### src/rtl/ycr_wb_arb_pkg.sv
// Shared types and constants for the Wishbone burst arbiter.
// Burst length 0 on the bus encodes a 256-beat burst.
package ycr_wb_arb_pkg;

    typedef enum logic [1:0] {
        IDLE = 2'd0,
        BUSY = 2'd1,
        GAP  = 2'd2
    } arb_state_e;

    localparam int WB_BL_W       = 8;
    localparam int BL_ZERO_BEATS = 256;

    function automatic logic [8:0] bl_beats(input logic [WB_BL_W-1:0] bl);
        return (bl == '0) ? 9'(BL_ZERO_BEATS) : {1'b0, bl};
    endfunction

endpackage

### src/rtl/ycr_wb_burst_arb_if.sv
// Master-side and slave-side Wishbone burst signals of the arbiter.
// The slave modport is the arbiter's view; master is the environment's.
interface ycr_wb_burst_arb_if
    import ycr_wb_arb_pkg::*;
#(
    parameter int NUM_MST  = 2,
    parameter int WB_WIDTH = 32
);
    logic [NUM_MST-1:0]          m_stb_i;
    logic [NUM_MST*WB_WIDTH-1:0] m_adr_i;
    logic [NUM_MST-1:0]          m_we_i;
    logic [NUM_MST*WB_WIDTH-1:0] m_dat_i;
    logic [NUM_MST*4-1:0]        m_sel_i;
    logic [NUM_MST*WB_BL_W-1:0]  m_bl_i;
    logic [WB_WIDTH-1:0]         m_dat_o;
    logic [NUM_MST-1:0]          m_ack_o;
    logic [NUM_MST-1:0]          m_lack_o;
    logic [NUM_MST-1:0]          m_err_o;

    logic                        s_stb_o;
    logic [WB_WIDTH-1:0]         s_adr_o;
    logic                        s_we_o;
    logic [WB_WIDTH-1:0]         s_dat_o;
    logic [3:0]                  s_sel_o;
    logic [WB_BL_W-1:0]          s_bl_o;
    logic [WB_WIDTH-1:0]         s_dat_i;
    logic                        s_ack_i;
    logic                        s_lack_i;
    logic                        s_err_i;

    modport slave (
        input  m_stb_i, m_adr_i, m_we_i, m_dat_i, m_sel_i, m_bl_i,
        input  s_dat_i, s_ack_i, s_lack_i, s_err_i,
        output m_dat_o, m_ack_o, m_lack_o, m_err_o,
        output s_stb_o, s_adr_o, s_we_o, s_dat_o, s_sel_o, s_bl_o
    );

    modport master (
        output m_stb_i, m_adr_i, m_we_i, m_dat_i, m_sel_i, m_bl_i,
        output s_dat_i, s_ack_i, s_lack_i, s_err_i,
        input  m_dat_o, m_ack_o, m_lack_o, m_err_o,
        input  s_stb_o, s_adr_o, s_we_o, s_dat_o, s_sel_o, s_bl_o
    );

endinterface

### src/rtl/ycr_rr_pick.sv
// Combinational round-robin picker: first requester after last_i,
// wrapping modulo NUM_MST.
module ycr_rr_pick #(
    parameter  int NUM_MST = 2,
    localparam int IW      = $clog2(NUM_MST)
) (
    input  logic [NUM_MST-1:0] req_i,
    input  logic [IW-1:0]      last_i,
    output logic               valid_o,
    output logic [IW-1:0]      idx_o
);

    logic [IW-1:0] cand;

    // Walk from farthest to nearest so the nearest requester wins.
    always_comb begin
        valid_o = 1'b0;
        idx_o   = last_i;
        cand    = last_i;
        for (int k = NUM_MST; k >= 1; k--) begin
            cand = IW'((int'(last_i) + k) % NUM_MST);
            if (req_i[cand]) begin
                valid_o = 1'b1;
                idx_o   = cand;
            end
        end
    end

endmodule

### src/rtl/ycr_wb_burst_arb.sv
// Round-robin Wishbone burst arbiter: one burst slave shared by NUM_MST masters.
// Grant is held for a whole burst and always followed by one stb-low GAP cycle.
module ycr_wb_burst_arb
    import ycr_wb_arb_pkg::*;
#(
    parameter int NUM_MST  = 2,
    parameter int WB_WIDTH = 32
) (
    input logic               clk,
    input logic               rst_n,
    ycr_wb_burst_arb_if.slave bus
);

    localparam int IW = $clog2(NUM_MST);

    arb_state_e          state_q, state_d;
    logic [IW-1:0]       gnt_idx_q, gnt_idx_d;
    logic [IW-1:0]       last_idx_q, last_idx_d;
    logic [8:0]          beat_cnt_q, beat_cnt_d;

    logic                pick_vld;
    logic [IW-1:0]       pick_idx;
    logic                gnt_stb;
    logic [WB_WIDTH-1:0] gnt_adr;
    logic [WB_WIDTH-1:0] gnt_dat;
    logic [3:0]          gnt_sel;
    logic [WB_BL_W-1:0]  gnt_bl;
    logic                last_beat;
    logic                rel;

    ycr_rr_pick #(.NUM_MST(NUM_MST)) u_pick (
        .req_i   (bus.m_stb_i),
        .last_i  (last_idx_q),
        .valid_o (pick_vld),
        .idx_o   (pick_idx)
    );

    assign gnt_stb = bus.m_stb_i[gnt_idx_q];
    assign gnt_adr = bus.m_adr_i[int'(gnt_idx_q)*WB_WIDTH +: WB_WIDTH];
    assign gnt_dat = bus.m_dat_i[int'(gnt_idx_q)*WB_WIDTH +: WB_WIDTH];
    assign gnt_sel = bus.m_sel_i[int'(gnt_idx_q)*4 +: 4];
    assign gnt_bl  = bus.m_bl_i[int'(gnt_idx_q)*WB_BL_W +: WB_BL_W];

    // Beat counter is a safety net for slaves that never raise lack.
    assign last_beat = bus.s_ack_i
                     & ((beat_cnt_q + 9'd1) == bl_beats(gnt_bl));
    assign rel = (bus.s_ack_i & bus.s_lack_i) | bus.s_err_i
               | last_beat | ~gnt_stb;

    always_ff @(posedge clk or negedge rst_n) begin
        if (!rst_n) begin
            state_q    <= IDLE;
            gnt_idx_q  <= '0;
            last_idx_q <= IW'(NUM_MST - 1);
            beat_cnt_q <= '0;
        end else begin
            state_q    <= state_d;
            gnt_idx_q  <= gnt_idx_d;
            last_idx_q <= last_idx_d;
            beat_cnt_q <= beat_cnt_d;
        end
    end

    always_comb begin
        state_d    = state_q;
        gnt_idx_d  = gnt_idx_q;
        last_idx_d = last_idx_q;
        beat_cnt_d = beat_cnt_q;
        unique case (state_q)
            IDLE: begin
                if (pick_vld) begin
                    state_d    = BUSY;
                    gnt_idx_d  = pick_idx;
                    last_idx_d = pick_idx;
                    beat_cnt_d = '0;
                end
            end
            BUSY: begin
                if (bus.s_ack_i) beat_cnt_d = beat_cnt_q + 9'd1;
                if (rel) state_d = GAP;
            end
            GAP:     state_d = IDLE;
            default: state_d = IDLE;
        endcase
    end

    // Address/data mux stays live outside BUSY but is forced low in reset.
    always_comb begin
        bus.s_stb_o  = 1'b0;
        bus.s_we_o   = 1'b0;
        bus.s_sel_o  = '0;
        bus.s_bl_o   = '0;
        bus.s_adr_o  = rst_n ? gnt_adr : '0;
        bus.s_dat_o  = rst_n ? gnt_dat : '0;
        bus.m_dat_o  = bus.s_dat_i;
        bus.m_ack_o  = '0;
        bus.m_lack_o = '0;
        bus.m_err_o  = '0;
        if (state_q == BUSY) begin
            bus.s_stb_o             = gnt_stb;
            bus.s_we_o              = bus.m_we_i[gnt_idx_q];
            bus.s_sel_o             = gnt_sel;
            bus.s_bl_o              = gnt_bl;
            bus.m_ack_o[gnt_idx_q]  = bus.s_ack_i;
            bus.m_lack_o[gnt_idx_q] = bus.s_lack_i;
            bus.m_err_o[gnt_idx_q]  = bus.s_err_i;
        end
    end

endmodule

### src/flat_wrapper.sv
// flat-port wrapper written by rule: the top's interface ports become plain ports
module ycr_wb_burst_arb_flat import ycr_wb_arb_pkg::*;
#(
    parameter int NUM_MST  = 2,
    parameter int WB_WIDTH = 32
)
  (clk, rst_n, bus_m_stb_i, bus_m_adr_i, bus_m_we_i, bus_m_dat_i, bus_m_sel_i, bus_m_bl_i, bus_s_dat_i, bus_s_ack_i, bus_s_lack_i, bus_s_err_i, bus_m_dat_o, bus_m_ack_o, bus_m_lack_o, bus_m_err_o, bus_s_stb_o, bus_s_adr_o, bus_s_we_o, bus_s_dat_o, bus_s_sel_o, bus_s_bl_o);
  ycr_wb_burst_arb_if #(.NUM_MST(NUM_MST), .WB_WIDTH(WB_WIDTH)) bus_i ();
  input logic clk;
  input logic rst_n;
  input wire logic [$bits(bus_i.m_stb_i)-1:0] bus_m_stb_i;
  input wire logic [$bits(bus_i.m_adr_i)-1:0] bus_m_adr_i;
  input wire logic [$bits(bus_i.m_we_i)-1:0] bus_m_we_i;
  input wire logic [$bits(bus_i.m_dat_i)-1:0] bus_m_dat_i;
  input wire logic [$bits(bus_i.m_sel_i)-1:0] bus_m_sel_i;
  input wire logic [$bits(bus_i.m_bl_i)-1:0] bus_m_bl_i;
  input wire logic [$bits(bus_i.s_dat_i)-1:0] bus_s_dat_i;
  input wire logic [$bits(bus_i.s_ack_i)-1:0] bus_s_ack_i;
  input wire logic [$bits(bus_i.s_lack_i)-1:0] bus_s_lack_i;
  input wire logic [$bits(bus_i.s_err_i)-1:0] bus_s_err_i;
  output wire logic [$bits(bus_i.m_dat_o)-1:0] bus_m_dat_o;
  output wire logic [$bits(bus_i.m_ack_o)-1:0] bus_m_ack_o;
  output wire logic [$bits(bus_i.m_lack_o)-1:0] bus_m_lack_o;
  output wire logic [$bits(bus_i.m_err_o)-1:0] bus_m_err_o;
  output wire logic [$bits(bus_i.s_stb_o)-1:0] bus_s_stb_o;
  output wire logic [$bits(bus_i.s_adr_o)-1:0] bus_s_adr_o;
  output wire logic [$bits(bus_i.s_we_o)-1:0] bus_s_we_o;
  output wire logic [$bits(bus_i.s_dat_o)-1:0] bus_s_dat_o;
  output wire logic [$bits(bus_i.s_sel_o)-1:0] bus_s_sel_o;
  output wire logic [$bits(bus_i.s_bl_o)-1:0] bus_s_bl_o;
  assign bus_i.m_stb_i = bus_m_stb_i;
  assign bus_i.m_adr_i = bus_m_adr_i;
  assign bus_i.m_we_i = bus_m_we_i;
  assign bus_i.m_dat_i = bus_m_dat_i;
  assign bus_i.m_sel_i = bus_m_sel_i;
  assign bus_i.m_bl_i = bus_m_bl_i;
  assign bus_i.s_dat_i = bus_s_dat_i;
  assign bus_i.s_ack_i = bus_s_ack_i;
  assign bus_i.s_lack_i = bus_s_lack_i;
  assign bus_i.s_err_i = bus_s_err_i;
  assign bus_m_dat_o = bus_i.m_dat_o;
  assign bus_m_ack_o = bus_i.m_ack_o;
  assign bus_m_lack_o = bus_i.m_lack_o;
  assign bus_m_err_o = bus_i.m_err_o;
  assign bus_s_stb_o = bus_i.s_stb_o;
  assign bus_s_adr_o = bus_i.s_adr_o;
  assign bus_s_we_o = bus_i.s_we_o;
  assign bus_s_dat_o = bus_i.s_dat_o;
  assign bus_s_sel_o = bus_i.s_sel_o;
  assign bus_s_bl_o = bus_i.s_bl_o;
  ycr_wb_burst_arb #(.NUM_MST(NUM_MST), .WB_WIDTH(WB_WIDTH)) u_core (.clk(clk), .rst_n(rst_n), .bus(bus_i));
endmodule
### config.mk
export PLATFORM = sky130hd
export DESIGN_NAME = ycr_wb_burst_arb_flat
export DESIGN_NICKNAME = d
export VERILOG_FILES = /design/src/rtl/ycr_wb_arb_pkg.sv /design/src/rtl/ycr_wb_burst_arb_if.sv /design/src/rtl/ycr_rr_pick.sv /design/src/rtl/ycr_wb_burst_arb.sv /design/src/flat_wrapper.sv
export SDC_FILE = /design/constraint.sdc
export NUM_CORES = 1
export LEC_CHECK = 0
export ABC_AREA = 1
export BUFFER_PORTS_ARGS = -buffer_cell sky130_fd_sc_hd__buf_2
export CAP_MARGIN = 15
export CORE_AREA = 2 2 121 123
export DETAILED_ROUTE_END_ITERATION = 6
export DIE_AREA = 0 0 123 125
export PLACE_DENSITY = 0.58
export SYNTH_ARGS = -nofsm -noshare
export SYNTH_HDL_FRONTEND = slang
export SYNTH_HIERARCHICAL = 1
export SYNTH_SLANG_ARGS = --single-unit
### constraint.sdc
create_clock -name clk -period 2 [get_ports clk]
set_clock_uncertainty 0.1 [all_clocks]
set_input_delay 0.3 -clock clk [delete_from_list [all_inputs] [get_ports clk]]
set_output_delay 0.3 -clock clk [all_outputs]
set_load 0.05 [all_outputs]
==> results of run 1 <==
## state kept, by name (all words and copies together), names as in the netlist
| register | count |
|---|---|
| u_core/beat_cnt_q | 9 |
| u_core/last_idx_q | 1 |
| u_core/gnt_idx_q | 1 |
| u_core/state_q | 2 |
## per-layer routing
layer | up-vias | track usage (%)
met3 | 8 | 2.87
met1 | 1547 | 17.8
met4 | 2 | 2.67
met5 | - | 0
met2 | 205 | 23.9
li1 | 1851 | -
## power by group through the flow
stage / clock [mW] / combinational, mW / sequential (mW)
after floorplan: 0 / 3.26 / 0.367
after global placement: 0 / 4.13 / 0.389
after detailed placement: 0 / 4.13 / 0.391
after CTS: 0.406 / 4.16 / 0.388
after global routing: 0.418 / 4.59 / 0.400
final: 0.393 / 4.26 / 0.392
## cell type report
| class | instances | area share, % |
|---|---|---|
| timing repair buffer | 258 | 36.0 |
| tap | 184 | 5.77 |
| inverter | 36 | 3.45 |
| sequential | 13 | 8.22 |
| multi-input combinational | 360 | 44.6 |
| clock buffer | 4 | 1.98 |
## cell usage in the layout, fill, tap and decap left out, types with 3 or more instances in the layout
cell type and n:
o21ai_0 70, o21ai_1 3, nor2_1 84, nand3_1 21, nand2_1 81, nand4_1 4
buf_4 15, nor2_2 69, nand2_2 6, inv_1 32, buf_2 234, dfrtp_1 11
buf_12 5, clkbuf_16 4, a21oi_2 6, inv_2 3
## worst register-to-register path: stages, from the launching register on
cell and delay [ns]:
dfrtp_2 0.45, inv_4 0.12, buf_4 0.17, nand2_1 0.08
nand2_1 0.12, nand2_1 0.07, nor2_1 0.16, nand3_1 0.10
nand2_1 0.09, nand3_2 0.09, nand2_1 0.07, nand2_1 0.04
## cells in the mapped netlist, drive strengths merged
library cell  count
dfstp             1
dfrtp            12
o22ai             2
ha                1
a21oi             6
inv              36
a211oi            1
nand3b            1
clkbuf           14
nor3              4
nand4             4
o21a              1
buf              45
nor2            153
nand2            87
or2               1
nand3            22
o21ai            77
## how the worst min path moves through the flow
| stage | from | endpoint | slack [ns] | cells past startpoint |
|---|---|---|---|---|
| 6_report | rst_n | u_core/beat_cnt_q[1] | 0.22 | 3 |
| 5_1_grt | rst_n | u_core/beat_cnt_q[3] | 0.27 | 3 |
| 4_1_cts | rst_n | u_core/beat_cnt_q[3] | 0.23 | 3 |
| 3_5_place_dp | u_core/last_idx_q | u_core/last_idx_q | 0.38 | 2 |
| 3_3_place_gp | u_core/last_idx_q | u_core/last_idx_q | 0.38 | 2 |
| 2_1_floorplan | rst_n | u_core/beat_cnt_q[0] | -0.1 | 0 |
## metrics by stage
step / hold slack [ns] / TNS (ns)
floorplan: -0.0956 / -0.718
global placement: 0.377 / 0
detailed placement: 0.384 / 0
CTS: 0.229 / 0
global route: 0.271 / -0.00219
finish: 0.219 / 0
## cells by family (layout without fill, tap and decap cells)
family	Yosys count	in the layout	synth area share (%)
simple gates	272	272	45.1
flops	13	13	13.4
fa+ha+maj	1	1	0.515
compound gates	87	87	19.6
buf+inv	95	298	21.3
## repair_timing
item	in CTS	in global routing
endpoints found under the setup margin	7	70
setup buffers	0	2
gates resized for setup	7	10
gates cloned	0	1
==> qor.yml, run 1 <==
rr_endpoint: "u_core/state_q[0]"
synth_area_leaders: "nor2_1 (23%), o21ai_0 (15%), nand2_1 (13%), dfrtp_1 (12%), buf_4 (10%)"
netlist-cell-type-count: 29
dp_hpwl_um: 9300
status: "finished, final reports clean"
end_kind: "primary output"
synthCells: 468
worst_path_max_delay_cell: "dfrtp_2"
wl_per_cell_um: 13.8
drtIter0Drc: 155
instances_no_fill: 855
ys_seq_area_share_pct: 13.4
drc_errors: 0
ff2ff_path_depth: 11
antenna_found_initial: 1
cts_root_buf: "clkbuf_16"
clock_path_buffers: 2
arrival_ns: 1.53
worst_setup_path_start_kind: "flop"
fmax_ghz: 0.518
cts_tree: "built"
core_area_sq_um: 14200
cts_sinks: 13
rr_startpoint: "u_core/gnt_idx_q"
synth_area_leader_cell: "nor2_1"
nets: 866
critPathCapture: "bus_s_bl_o[2]"
internal_power_mw: 1.74
io_pins: 309
worstPathRequired_ns: 1.60
grt_pass1_wl_um: 16900
dr_wl_met3_um: 1240
die-area_sq_um: 15400
drtPass1Iterations: 5
grt_pass1_vias: 3239
critPathMaxFanout: 7
p_sw_mw: 3.30
multi_input_area_sq_um: 1780
dpl-instance-area_sq_um: 3840
grt.total_usage_pct: 13.9
htreeDepth: 1
syn-cell-area_sq_um: 2430
start_util_pct: 17.1
vdd_drop_max_uv: 726
holdCritPathClass: "input pin to async pin"
power.leakage_nw: 2.21
routed.top_layer: "met5"
drv_slew: 0
pre_cts_slack_ns: 0.238
overflow: 0
swShare_pct: 65.4
cp.depth: 7
synth_top_area_share_pct: 23.2
critPathBufInv: 4
path_clk_slew_ns: 0.05
fin_util_pct: 28.1
setup_violations: 0
syn_area_per_cell_sq_um: 5.19
wirelength_um: 11800
wl_met2_um: 5510
drive_gt1_share_pct: 52.9
regArea_sq_um: 328
total_power_mw: 5.04
yosysWarnings: 6
port-buffer-count: 244
num_rows: 44
max_slew_margin_pct: 69.8
ant_nets: 0
critPathLaunch: "u_core/gnt_idx_q"
final_hold_viol_count: 0
fin_crit_sh_pct: 96.5
power_density_nw_per_um2: 1260
comb_power_share_pct: 84.4
dp.cells: 848
seqPwrFrac_pct: 7.8
maxCapViolCount: 0
chipWidth_um: 123
synth-seq-cells: 13
routed_via_density: 4.23
worst_pin_slew_ns: 0.451
drt-met1-wl_um: 4950
area_delta_synth_final_pct: 64.1
ctsHoldBuffers: 0
vias: 3613
cts_buffers: 3
fillerInstances: 1606
period_minus_slack_ns: 1.93
grt_max_degree: 66
crit_chain: "inv_4 > buf_4 > nand2_1 > nand2_2 > inv_2 > nor2_1 > buf_2"
slowest_delay_ns: 0.45
worst_slack_ns: 0.0708
antenna_cells: 0
r2r_setup_slack_ns: 0.22
path_delay_family: "buffers and inverters"
final_area_sq_um: 3990
gp_congestion: 0.861
p_clk_share_pct: 7.8
synth_nets: 662
insertion_delay_ns: 0.25
die_h_um: 125
critPathKind: "flop to primary output"
(Power assumes the default switching activity.)
==> inputs of run 2 (changes only) <==
--- a/config.mk
+++ b/config.mk
@@ -8,11 +8,10 @@
 export ABC_AREA = 1
 export BUFFER_PORTS_ARGS = -buffer_cell sky130_fd_sc_hd__buf_2
 export CAP_MARGIN = 15
-export CORE_AREA = 2 2 121 123
+export CORE_AREA = 2 2 120 122
 export DETAILED_ROUTE_END_ITERATION = 6
-export DIE_AREA = 0 0 123 125
+export DIE_AREA = 0 0 122 124
 export PLACE_DENSITY = 0.58
 export SYNTH_ARGS = -nofsm -noshare
 export SYNTH_HDL_FRONTEND = slang
-export SYNTH_HIERARCHICAL = 1
 export SYNTH_SLANG_ARGS = --single-unit
==> run 2 against run 1 <==
Register-to-register slack barely moved. Setup slack worse by 0.012 ns. Highest routed layer is now met4. Sequential cell count is the same. Largest power group unchanged. Die area fell by 1.6%. Count of clock-buffer cells in the layout fell by 1. Critical path depth down 2. Non-clock buffer count up 1. Critical path type unchanged. Hold slack lost 0.22 ns. Critical endpoint is now bus_s_adr_o[18]. Clock power shrank 3%. Via count fell by 0.14%. Area after synthesis is 1.0% lower.
==> qor.yml, run 2 <==
insertion_delay_ns: 0.24
final_area_sq_um: 4110
power.leakage_nw: 2.23
async_flop_share_pct: 100
end_kind: "primary output"
grt_max_degree: 53
synth.most_common_cell: "nor2_1"
wl_per_cell_um: 13.6
worst_slack_ns: 0.0592
ff2ff_path_depth: 10
critPathLaunch: "u_core.gnt_idx_q"
synth_area_leaders: "nor2_1 (24%), o21ai_0 (14%), nand2_1 (13%), dfrtp_1 (12%), buf_4 (10%)"
max_slew_margin_pct: 75.0
fin_crit_sh_pct: 97.0
core_area_sq_um: 13700
netlist-cell-type-count: 24
synthCells: 473
synth_area_leader_cell: "nor2_1"
synth_edf_count: 0
synth_top_area_share_pct: 23.7
start_util_pct: 17.5
cts_tree: "built"
top_usage_layer: "met2"
rr_endpoint: "u_core.state_q[1]"
synth-seq-cells: 13
vdd_drop_max_uv: 509
drc_errors: 0
chipWidth_um: 122
ys_seq_area_share_pct: 13.6
nets: 872
ant_nets: 0
io_pins: 309
dp.cells: 850
r2r_setup_slack_ns: 0.21
instances_no_fill: 857
ys_top_cells_by_count: "nor2_1 (152), nand2_1 (86), o21ai_0 (69), inv_1 (34), buf_4 (32)"
arrival_ns: 1.54
setup_violations: 0
whs_ns: 0.00291
dp_hpwl_um: 9520
largest_register_ffs: 9
grt_use_met1_pct: 19.1
holdCritPathClass: "input pin to async pin"
grt.total_usage_pct: 14.9
area_delta_synth_final_pct: 70.9
port-buffer-count: 244
synth_flop_cell: "dfrtp_1"
cts_root_buf: "clkbuf_16"
final_cell_mix: "buf_2 (232), nand2_1 (86), nor2_1 (85), o21ai_0 (69), nor2_2 (65)"
routed_via_density: 4.21
clock_path_buffers: 2
rr_startpoint: "u_core.gnt_idx_q"
period_minus_slack_ns: 1.94
critPathKind: "flop to primary output"
path_clk_slew_ns: 0.05
grt_use_met3_pct: 4.49
drv_slew: 0
htreeDepth: 1
pre_cts_slack_ns: 0.178
maxCapViolCount: 0
die-area_sq_um: 15100
antenna_cells: 0
worst_pin_slew_ns: 0.374
vias: 3608
grt_pass1_vias: 3477
worstPathRequired_ns: 1.60
cts_buffers: 3
syn_area_per_cell_sq_um: 5.09
antenna_found_initial: 1
critPathMaxFanout: 29
die_h_um: 124
top_register: "u_core.beat_cnt_q"
drtIter0Drc: 199
fillerInstances: 1594
wirelength_um: 11600
top_regs: "u_core.beat_cnt_q x9, u_core.state_q x2"
yosysWarnings: 0
synth_nets: 667
syn-cell-area_sq_um: 2410
power_density_nw_per_um2: 1300
final_common_cell: "buf_2"
worst_setup_path_start_kind: "flop"
cts_sinks: 13
gp_congestion: 0.908
overflow: 0
final_hold_viol_count: 0
dpl-instance-area_sq_um: 3930
status: "finished, final reports clean"
grt_pass1_wl_um: 17900
fmax_ghz: 0.515
use_met2_pct: 24.7
drtPass1Iterations: 4
num_rows: 43
drive_gt1_share_pct: 52.4
## run 2: final cells by class
cell class              instances  area (sq um)  share of cell area (%)
clock inverters                 1          5.00                   0.122
clock buffers                   3          75.1                    1.83
multi-input cells             362          1810                    44.1
well taps                     180           225                    5.48
inverters                      39           154                    3.74
flip-flops and latches         13           328                    7.97
repair buffers                259          1510                    36.8
## run 2: cells by family (layout without fill, tap and decap cells)
kind of cell	Yosys count	count (layout)	share of synthesized area, %
simple gates	273	273	45.2
compound gates	88	88	19.1
flops	13	13	13.6
buf+inv	98	302	21.6
fa+ha+maj	1	1	0.520
## run 2: layer usage
| layer | vias to the layer above | part of all wire [%] |
|---|---|---|
| met1 | 1564 | 44 |
| met5 | - | 0 |
| met2 | 169 | 45 |
| met3 | 15 | 8.6 |
| li1 | 1860 | - |
| met4 | 0 | 1.9 |
## run 2: worst max path at each step
stage                                   end  slack (ns)  cells after the start
after floorplan              bus_m_err_o[0]       -0.26                      3
after global placement       bus_s_adr_o[9]        0.22                      5
after detailed placement  u_core.state_q[0]        0.18                     10
after CTS                    bus_s_adr_o[9]       0.006                      5
after global routing          bus_s_bl_o[3]      -0.002                      6
final                       bus_s_adr_o[18]        0.06                      5
## run 2: critical path, stage by stage, from the launching register on
cell	delay [ns]
dfrtp_2	0.48
inv_8	0.13
buf_16	0.19
nor2_1	0.07
nor2_2	0.13
buf_2	0.28
## run 2: repair_timing
item                                    in CTS  in global routing
hold buffers                                 1                  0
hold endpoints to repair                     3                  0
setup buffers                                0                  1
endpoints found under the setup margin      60                 65
resized for setup                            2                 19
gates cloned                                 0                  1
## run 2: stage by stage
step                      utilization [%]  power (mW)  setup TNS [ns]
after global placement               28.6        4.78               0
after detailed placement             28.6        4.79               0
after floorplan                         -        3.77          -0.748
after CTS                            29.3        5.21               0
after global routing                 30.0        5.72        -0.00365
final                                30.0        5.34               0
## run 2: where the power goes
part	internal (mW)	switching (mW)
logic	1.28	3.28
clock network	0.266	0.117
registers	0.330	0.0677
==> inputs of run 3 (changes only) <==
--- a/config.mk
+++ b/config.mk
@@ -9,8 +9,10 @@
 export BUFFER_PORTS_ARGS = -buffer_cell sky130_fd_sc_hd__buf_2
 export CAP_MARGIN = 15
 export CORE_AREA = 2 2 120 122
+export CTS_BUF_LIST = sky130_fd_sc_hd__clkbuf_4 sky130_fd_sc_hd__clkbuf_8 sky130_fd_sc_hd__clkbuf_16
 export DETAILED_ROUTE_END_ITERATION = 6
 export DIE_AREA = 0 0 122 124
+export HOLD_SLACK_MARGIN = 0.1
 export PLACE_DENSITY = 0.58
 export SYNTH_ARGS = -nofsm -noshare
 export SYNTH_HDL_FRONTEND = slang
==> run 3 against run 2 <==
Largest cell class unchanged. Final cell count rose by 0.12%. Wire length fell by 0.19%. Core utilization rose by 0.073 points. Critical path type unchanged.
==> qor.yml, run 3 (synthesized netlist as in run 2, its figures left out) <==
instances_no_fill: 858
cts_tree: "built"
grt_pass1_vias: 3483
core_area_sq_um: 13700
drv_slew: 0
overflow: 0
rr_endpoint: "u_core.state_q[1]"
grt_max_degree: 47
io_pins: 309
critPathMaxFanout: 29
nets: 873
antenna_found_initial: 1
top_register: "u_core.beat_cnt_q"
vdd_drop_max_uv: 509
largest_register_ffs: 9
cts_root_buf: "clkbuf_16"
ant_nets: 0
drtIter0Drc: 165
insertion_delay_ns: 0.24
drc_errors: 0
critPathKind: "flop to primary output"
fin_util_pct: 30.0
final_cell_mix: "buf_2 (232), nand2_1 (86), nor2_1 (85), o21ai_0 (69), nor2_2 (65)"
cts_buffers: 3
path_clk_slew_ns: 0.05
chipWidth_um: 122
worst_setup_path_start_kind: "flop"
ff2ff_path_depth: 10
fin_crit_sh_pct: 96.7
die_h_um: 124
wirelength_um: 11600
clock_path_buffers: 2
drtPass1Iterations: 4
die-area_sq_um: 15100
antenna_cells: 0
dp_hpwl_um: 9520
power.leakage_nw: 2.24
port-buffer-count: 244
status: "finished, final reports clean"
end_kind: "primary output"
htreeDepth: 1
final_common_cell: "buf_2"
fillerInstances: 1594
area_delta_synth_final_pct: 71.3
max_slew_margin_pct: 71.6
gp_congestion: 0.908
wl_per_cell_um: 13.5
fmax_ghz: 0.517
arrival_ns: 1.53
finalSetupTns_ns: 0
worstPathRequired_ns: 1.60
rr_startpoint: "u_core.gnt_idx_q"
power_density_nw_per_um2: 1290
vias: 3629
period_minus_slack_ns: 1.93
grt.total_usage_pct: 15.0
setup_violations: 0
holdCritPathClass: "input pin to async pin"
cts_sinks: 13
whs_ns: 0.208
routed_via_density: 4.23
start_util_pct: 17.5
final_hold_viol_count: 0
worst_pin_slew_ns: 0.425
final_area_sq_um: 4120
num_rows: 43
dp.cells: 850
drive_gt1_share_pct: 52.4
top_regs: "u_core.beat_cnt_q x9, u_core.state_q x2"
maxCapViolCount: 0
dpl-instance-area_sq_um: 3930
grt_pass1_wl_um: 17900
r2r_setup_slack_ns: 0.21
-- run 3: final cells by class --
cell class | instances | area (sq um) | area share (%)
multi-input combinational | 362 | 1810 | 44.0
timing repair buffer | 260 | 1520 | 36.9
sequential | 13 | 328 | 7.95
tap | 180 | 225 | 5.46
inverter | 39 | 154 | 3.73
clock buffer | 3 | 75.1 | 1.82
clock inverter | 1 | 5.00 | 0.121
-- run 3: worst max-delay path by stage --
stage | to | slack, ns | from | cells past startpoint
6_report | bus_s_adr_o[21] | 0.07 | u_core.gnt_idx_q | 5
4_1_cts | bus_s_adr_o[9] | 0.007 | u_core.gnt_idx_q | 5
3_5_place_dp | u_core.state_q[0] | 0.18 | u_core.gnt_idx_q | 10
3_3_place_gp | bus_s_adr_o[9] | 0.22 | u_core.gnt_idx_q | 5
5_1_grt | bus_s_bl_o[3] | -0.002 | u_core.gnt_idx_q | 6
2_1_floorplan | bus_m_err_o[0] | -0.26 | u_core.gnt_idx_q | 3
-- run 3: critical path, stage by stage, from the launching register on --
cell and delay [ns]:
dfrtp_2 0.48, inv_8 0.13, buf_16 0.18, nor2_1 0.07, nor2_2 0.13, buf_2 0.28
-- run 3: layer usage --
metal / global-route usage (%) / share of wire [%] / up-vias / wire [um]
met5: 0 / 0 / - / 0
li1: - / - / 1866 / -
met2: 24.9 / 46 / 183 / 5300
met1: 19.1 / 43 / 1565 / 4970
met3: 4.49 / 9.6 / 15 / 1120
met4: 3.38 / 1.9 / 0 / 223
-- run 3: through the flow --
stage               total power [mW]  setup slack [ns]
floorplan                       3.77            -0.260
global placement                4.78             0.223
detailed placement              4.79             0.178
CTS                             5.21           0.00663
global route                    5.72          -0.00174
finish                          5.34            0.0665
-- run 3: repair_timing --
| item | 4_1_cts | 5_1_grt |
|---|---|---|
| endpoints found under the hold margin | 12 | 0 |
| resized for setup | 2 | 19 |
| gates cloned | 0 | 1 |
| buffers inserted | 0 | 1 |
| setup endpoints to repair | 60 | 64 |
| hold buffers | 2 | 0 |
-- run 3: where the power goes --
| group | internal [mW] | switching [mW] |
|---|---|---|
| Combinational | 1.28 | 3.27 |
| Clock | 0.266 | 0.117 |
| Sequential | 0.330 | 0.0673 |
| Total | 1.88 | 3.46 |
